<file path="config.mk">
export PLATFORM = sky130hd
export DESIGN_NAME = sms4_round_ctrl
export DESIGN_NICKNAME = d
export VERILOG_FILES = /design/src/rtl/sms4_round_ctrl.sv
export SDC_FILE = /design/constraint.sdc
export NUM_CORES = 1
export LEC_CHECK = 0
export ABC_AREA = 0
export BUFFER_PORTS_ARGS = -buffer_cell sky130_fd_sc_hd__buf_4
export CAP_MARGIN = 20
export CELL_PAD_IN_SITES_DETAIL_PLACEMENT = 0
export CELL_PAD_IN_SITES_GLOBAL_PLACEMENT = 1
export CORE_ASPECT_RATIO = 1.5
export CORE_MARGIN = 2
export CORE_UTILIZATION = 35
export CTS_BUF_LIST = sky130_fd_sc_hd__clkbuf_4
export DETAILED_ROUTE_END_ITERATION = 10
export GPL_TIMING_DRIVEN = 1
export PLACE_DENSITY = 0.85
export SLEW_MARGIN = 25
export SYNTH_ARGS = -nofsm -noshare
export SYNTH_HDL_FRONTEND = slang
export SYNTH_SLANG_ARGS = --single-unit
</file>
<file path="constraint.sdc">
create_clock -name clk -period 1.8 [get_ports clk]
set_input_delay 0.09 -clock clk [delete_from_list [all_inputs] [get_ports clk]]
set_output_delay 0.09 -clock clk [all_outputs]
set_load 0.02 [all_outputs]
</file>
<file path="src/rtl/sms4_round_ctrl.sv">
// ---------------------------------------------------------------------------
// sms4_round_ctrl
//
// Round sequencer for the SMS4 block cipher. It loads one 128-bit block into
// the four-word state X0..X3 and then runs one cipher round per clock for
// NROUNDS rounds. Each round uses the external T-transform datapath and the
// external round-key storage. When the rounds are complete, it presents the
// reverse-ordered final state {X3,X2,X1,X0} under a valid/ready handshake.
//
// Words are packed MSB-first: X0 is the most significant word of din.
//
// Ports
//   clk, rst_n   rising-edge clock, asynchronous active-low reset
//   start        load request, sampled only while idle
//   decrypt      key order for the block being loaded (1 = reverse order)
//   din          input block {X0,X1,X2,X3}
//   rk_addr      round-key index presented to key storage (0 when not running)
//   rk_in        round key for rk_addr, returned combinationally
//   t_in         X1^X2^X3^rk_in, sent to the T-transform
//   t_out        T(t_in), returned combinationally
//   busy         high while a block is being processed or held for output
//   dout         result block {X3,X2,X1,X0}
//   dout_valid   result available
//   dout_ready   consumer accepts the result
// ---------------------------------------------------------------------------
module sms4_round_ctrl #(
   parameter  int BWIDTH  = 32,
   parameter  int NROUNDS = 32,
   localparam int RW      = $clog2(NROUNDS)
) (
   input  logic                  clk,
   input  logic                  rst_n,
   input  logic                  start,
   input  logic                  decrypt,
   input  logic [4*BWIDTH-1:0]   din,
   output logic [RW-1:0]         rk_addr,
   input  logic [BWIDTH-1:0]     rk_in,
   output logic [BWIDTH-1:0]     t_in,
   input  logic [BWIDTH-1:0]     t_out,
   output logic                  busy,
   output logic [4*BWIDTH-1:0]   dout,
   output logic                  dout_valid,
   input  logic                  dout_ready
);

   typedef enum logic [1:0] {
      IDLE = 2'd0,
      RUN  = 2'd1,
      DONE = 2'd2
   } state_t;

   localparam logic [RW-1:0] LAST_R = RW'(NROUNDS - 1);

   state_t              state_q, state_d;
   logic [BWIDTH-1:0]   x0_q, x0_d;
   logic [BWIDTH-1:0]   x1_q, x1_d;
   logic [BWIDTH-1:0]   x2_q, x2_d;
   logic [BWIDTH-1:0]   x3_q, x3_d;
   logic [RW-1:0]       r_q, r_d;
   logic                mode_q, mode_d;

   // State register. Reset clears the data words as well, so that dout reads
   // zero and an abandoned block leaves nothing behind.
   always_ff @(posedge clk or negedge rst_n) begin
      if (!rst_n) begin
         state_q <= IDLE;
         x0_q    <= '0;
         x1_q    <= '0;
         x2_q    <= '0;
         x3_q    <= '0;
         r_q     <= '0;
         mode_q  <= 1'b0;
      end else begin
         state_q <= state_d;
         x0_q    <= x0_d;
         x1_q    <= x1_d;
         x2_q    <= x2_d;
         x3_q    <= x3_d;
         r_q     <= r_d;
         mode_q  <= mode_d;
      end
   end

   // Next-state logic. The state words move only while loading or running,
   // so the result stays stable in DONE for as long as the consumer stalls.
   always_comb begin
      state_d = state_q;
      x0_d    = x0_q;
      x1_d    = x1_q;
      x2_d    = x2_q;
      x3_d    = x3_q;
      r_d     = r_q;
      mode_d  = mode_q;

      case (state_q)
         IDLE: begin
            if (start) begin
               x0_d    = din[4*BWIDTH-1 -: BWIDTH];
               x1_d    = din[3*BWIDTH-1 -: BWIDTH];
               x2_d    = din[2*BWIDTH-1 -: BWIDTH];
               x3_d    = din[BWIDTH-1   -: BWIDTH];
               mode_d  = decrypt;
               r_d     = '0;
               state_d = RUN;
            end
         end

         RUN: begin
            // One SMS4 round: shift the window and append X0 ^ T(...).
            x0_d = x1_q;
            x1_d = x2_q;
            x2_d = x3_q;
            x3_d = x0_q ^ t_out;
            if (r_q == LAST_R) begin
               r_d     = '0;
               state_d = DONE;
            end else begin
               r_d = r_q + RW'(1);
            end
         end

         DONE: begin
            if (dout_ready) begin
               state_d = IDLE;
            end
         end

         default: begin
            state_d = IDLE;
         end
      endcase
   end

   // Round-key address. Decryption walks the schedule backwards. The address
   // is parked at 0 outside RUN.
   always_comb begin
      rk_addr = '0;
      if (state_q == RUN) begin
         rk_addr = mode_q ? (LAST_R - r_q) : r_q;
      end
   end

   assign t_in       = x1_q ^ x2_q ^ x3_q ^ rk_in;
   assign busy       = (state_q != IDLE);
   assign dout_valid = (state_q == DONE);
   assign dout       = {x3_q, x2_q, x1_q, x0_q};

endmodule

</file>
==> results.json <==
{
  "ys_ff_latch": 136,
  "drtPass1Iterations": 5,
  "yosys-top-cells-area": "dfrtp_1 44%, o22ai_1 17%, xnor2_1 7.8%",
  "post-route-period-util_pct": 97.5,
  "synth_flop_cell": "dfrtp_1",
  "nFillCells": 1809,
  "cts-htree-levels": 4,
  "fmax_mhz": 570,
  "clock_skew_ns": 0.0314,
  "drive_gt1_share_pct": 39.2,
  "fin_setup_tns_ns": 0,
  "die_area_um2": 23300,
  "nets": 1479,
  "cts.sinks": 136,
  "worstPathArrival_ns": 2.19,
  "slew_viol_final": 0,
  "cp-start-kind": "flop",
  "antenna_found_initial": 1,
  "min_path_cells": 4,
  "reg2regPathDepth": 5,
  "finalSetupViolations": 0,
  "area_delta_synth_final_pct": 68.2,
  "pin_count": 364,
  "switchingPower_mw": 12.7,
  "yosysWarnings": 0,
  "worstMarginPinSlew_ns": 0.810,
  "seqPwrFrac_pct": 27.4,
  "avgSynthCellArea_um2": 9.96,
  "status": "finished clean",
  "cts_buffer_depth": 2,
  "synth-edff-count": 0,
  "sw_frac_of_total_pct": 47.7,
  "clock_power_share_pct": 9.2,
  "hp-class": "in2reg",
  "crit_type": "reg2reg",
  "r2r_slack_ns": 0.04,
  "die_h_um": 186,
  "yosysMostFrequentCell": "o22ai_1",
  "slew_headroom_pct": 45.8,
  "synthDistinctLibCells": 31,
  "yosysTopAreaCell": "dfrtp_1",
  "track_usage_pct": 25.3,
  "start_util_pct": 35.6,
  "cts_tree": "done",
  "rsz0062_at_grt": "yes",
  "rows": 66,
  "syn-cell-area_um2": 7730,
  "cts.clk_slew.worst_paths_ns": 0.14,
  "synth_seq_area_share_pct": 44.0,
  "synthArstFlopShare_pct": 100,
  "power_frac_comb_pct": 63.4,
  "critPathRequiredTime_ns": 2.23,
  "grt_start_max_net_pins": 69,
  "drcViolationCount": 0,
  "placed_area_um2": 10700,
  "end_kind": "flop",
  "detailed_place_hpwl_mm": 18.9,
  "port_buffers": 363,
  "grt_first_pass_wirelength_mm": 47.2,
  "grt.overflow.total": 0,
  "clkLatencyLatePin_ns": 0.56,
  "die_w_um": 125,
  "core_um2": 21700,
  "intPower_mw": 13.9,
  "final_hold_viol_count": 0,
  "vias": 8693,
  "root_buffer": "clkbuf_4",
  "numCtsBuffers": 17,
  "place.gp.congestion": 0.846,
  "ys_top_cells_by_count": "204 x o22ai_1, 136 x dfrtp_1, 91 x a21oi_1",
  "wl_per_cell_um": 20.0,
  "power.leakage_nw": 5.57,
  "syn_inst": 776,
  "wirelength_mm": 31.3,
  "powerDensity_nw_per_um2": 2050,
  "totalPowerFinal_mw": 26.6,
  "design_area_um2": 13000,
  "finalCriticalPeriod_ns": 1.76,
  "synth.net_count": 975,
  "vias_per_cell": 5.55,
  "grt_pass1_vias": 8741,
  "cap_violations": 0,
  "final_antenna_net_count": 0,
  "initialDrtViolationCount": 542,
  "path_max_fanout": 11,
  "ir_drop_mv": 1.88,
  "synth_top_area_share_pct": 44.0
}
[power groups by stage]
stage	clock, mW	combinational [mW]	sequential, mW
after CTS	2.51	16.4	7.20
after global placement	0	15.3	7.24
final	2.45	16.9	7.30
after floorplan	0	7.95	8.32
after global routing	2.64	18.0	7.55
after detailed placement	0	15.5	7.27
[cells in the final DEF (no fill, tap or decap), types with 2 or more instances in the layout]
| cell | netlist | routed |
|---|---|---|
| xor2_1 | 64 | 59 |
| a21oi_2 | 24 | 24 |
| nor2_2 | 0 | 4 |
| ha_1 | 2 | 2 |
| mux2i_1 | 2 | 2 |
| bufinv_16 | 0 | 5 |
| a31oi_1 | 14 | 14 |
| and2_1 | 14 | 14 |
| xor2_2 | 0 | 5 |
| bufbuf_16 | 0 | 3 |
| dfrtp_2 | 0 | 13 |
| buf_16 | 0 | 3 |
| nand2b_4 | 0 | 2 |
| nor2_1 | 10 | 6 |
| clkbuf_4 | 0 | 19 |
| a22o_1 | 3 | 3 |
| nand2_1 | 19 | 18 |
| dlygate4sd3_1 | 0 | 164 |
| a21oi_1 | 91 | 91 |
| buf_4 | 5 | 377 |
| dfrtp_1 | 136 | 123 |
| xnor2_1 | 69 | 63 |
| o21ai_0 | 15 | 15 |
| o22ai_2 | 24 | 24 |
| clkinv_4 | 0 | 4 |
| xnor2_2 | 0 | 6 |
| o22ai_1 | 204 | 204 |
| buf_12 | 0 | 8 |
[worst max-delay path: stages (launching register included)]
cell and delay (ns):
dfrtp_1 0.45, buf_4 0.18, nand2b_4 0.24, o22ai_1 0.15, a21oi_1 0.08, dlygate4sd3_1 0.56
[final timing paths]
path,startpoint,end
setup / recovery,state_q[1],x3_q[0]
hold / removal,start,x1_q[1]
setup reg to reg,state_q[1],x3_q[0]
hold reg to reg,r_q[0],r_q[0]
max in group asynchronous,rst_n,x3_q[6]
min in group asynchronous,rst_n,x3_q[16]
[timing repair]
action / 4_1_cts / 5_1_grt
pin swaps: 1 / 3
setup buffers: 4 / 4
gates cloned: 3 / 2
hold endpoints to repair: 266 / 0
setup endpoints to repair: 7 / 20
gates resized for setup: 6 / 27
hold buffers: 165 / 0
[cell type report]
| class | instances | area [um2] | area share [%] |
|---|---|---|---|
| repair buffers | 557 | 4850 | 37.3 |
| multi-input cells | 565 | 4030 | 31.0 |
| flip-flops and latches | 136 | 3420 | 26.3 |
| well taps | 272 | 340 | 2.62 |
| clock inverters | 12 | 201 | 1.55 |
| clock buffers | 19 | 143 | 1.10 |
| inverters | 3 | 18.8 | 0.144 |
| diodes | 1 | 2.50 | 0.0192 |
[per-stage QoR]
stage / hold slack, ns / std cells / utilization [%] / setup slack (ns)
2_1_floorplan: -0.206 / 776 / - / 0.427
3_3_place_gp: 0.0611 / 1355 / 49.1 / 0.277
3_5_place_dp: 0.0561 / 1355 / 49.1 / 0.234
4_1_cts: 0.00590 / 1558 / 59.0 / 0.00487
5_1_grt: 0.0464 / 1565 / 59.9 / -0.0522
6_report: 0.0711 / 1565 / 59.9 / 0.0449
[cell families after synthesis]
group | Yosys count | share of synthesized area (%)
AOI/OAI and AO/OA | 378 | 31.9
xor gates and xnor gates | 133 | 15.1
adders and majority gates | 2 | 0.324
buffers and inverters | 76 | 5.36
DFF | 136 | 44.0
muxes | 3 | 0.405
and+or+nand+nor | 48 | 2.96
[flip-flops by register name (all words and copies together), names as in the netlist]
name / cells
x1_q: 32
state_q: 2
mode_q: 1
r_q: 5
x3_q: 32
x2_q: 32
x0_q: 32
[routing by layer]
metal	track usage, %	wire, um
met1	29.8	12300
met2	44.6	16100
met3	5.69	1830
met4	10.7	1060
met5	0	0
Power figures use the tool's default switching activity.
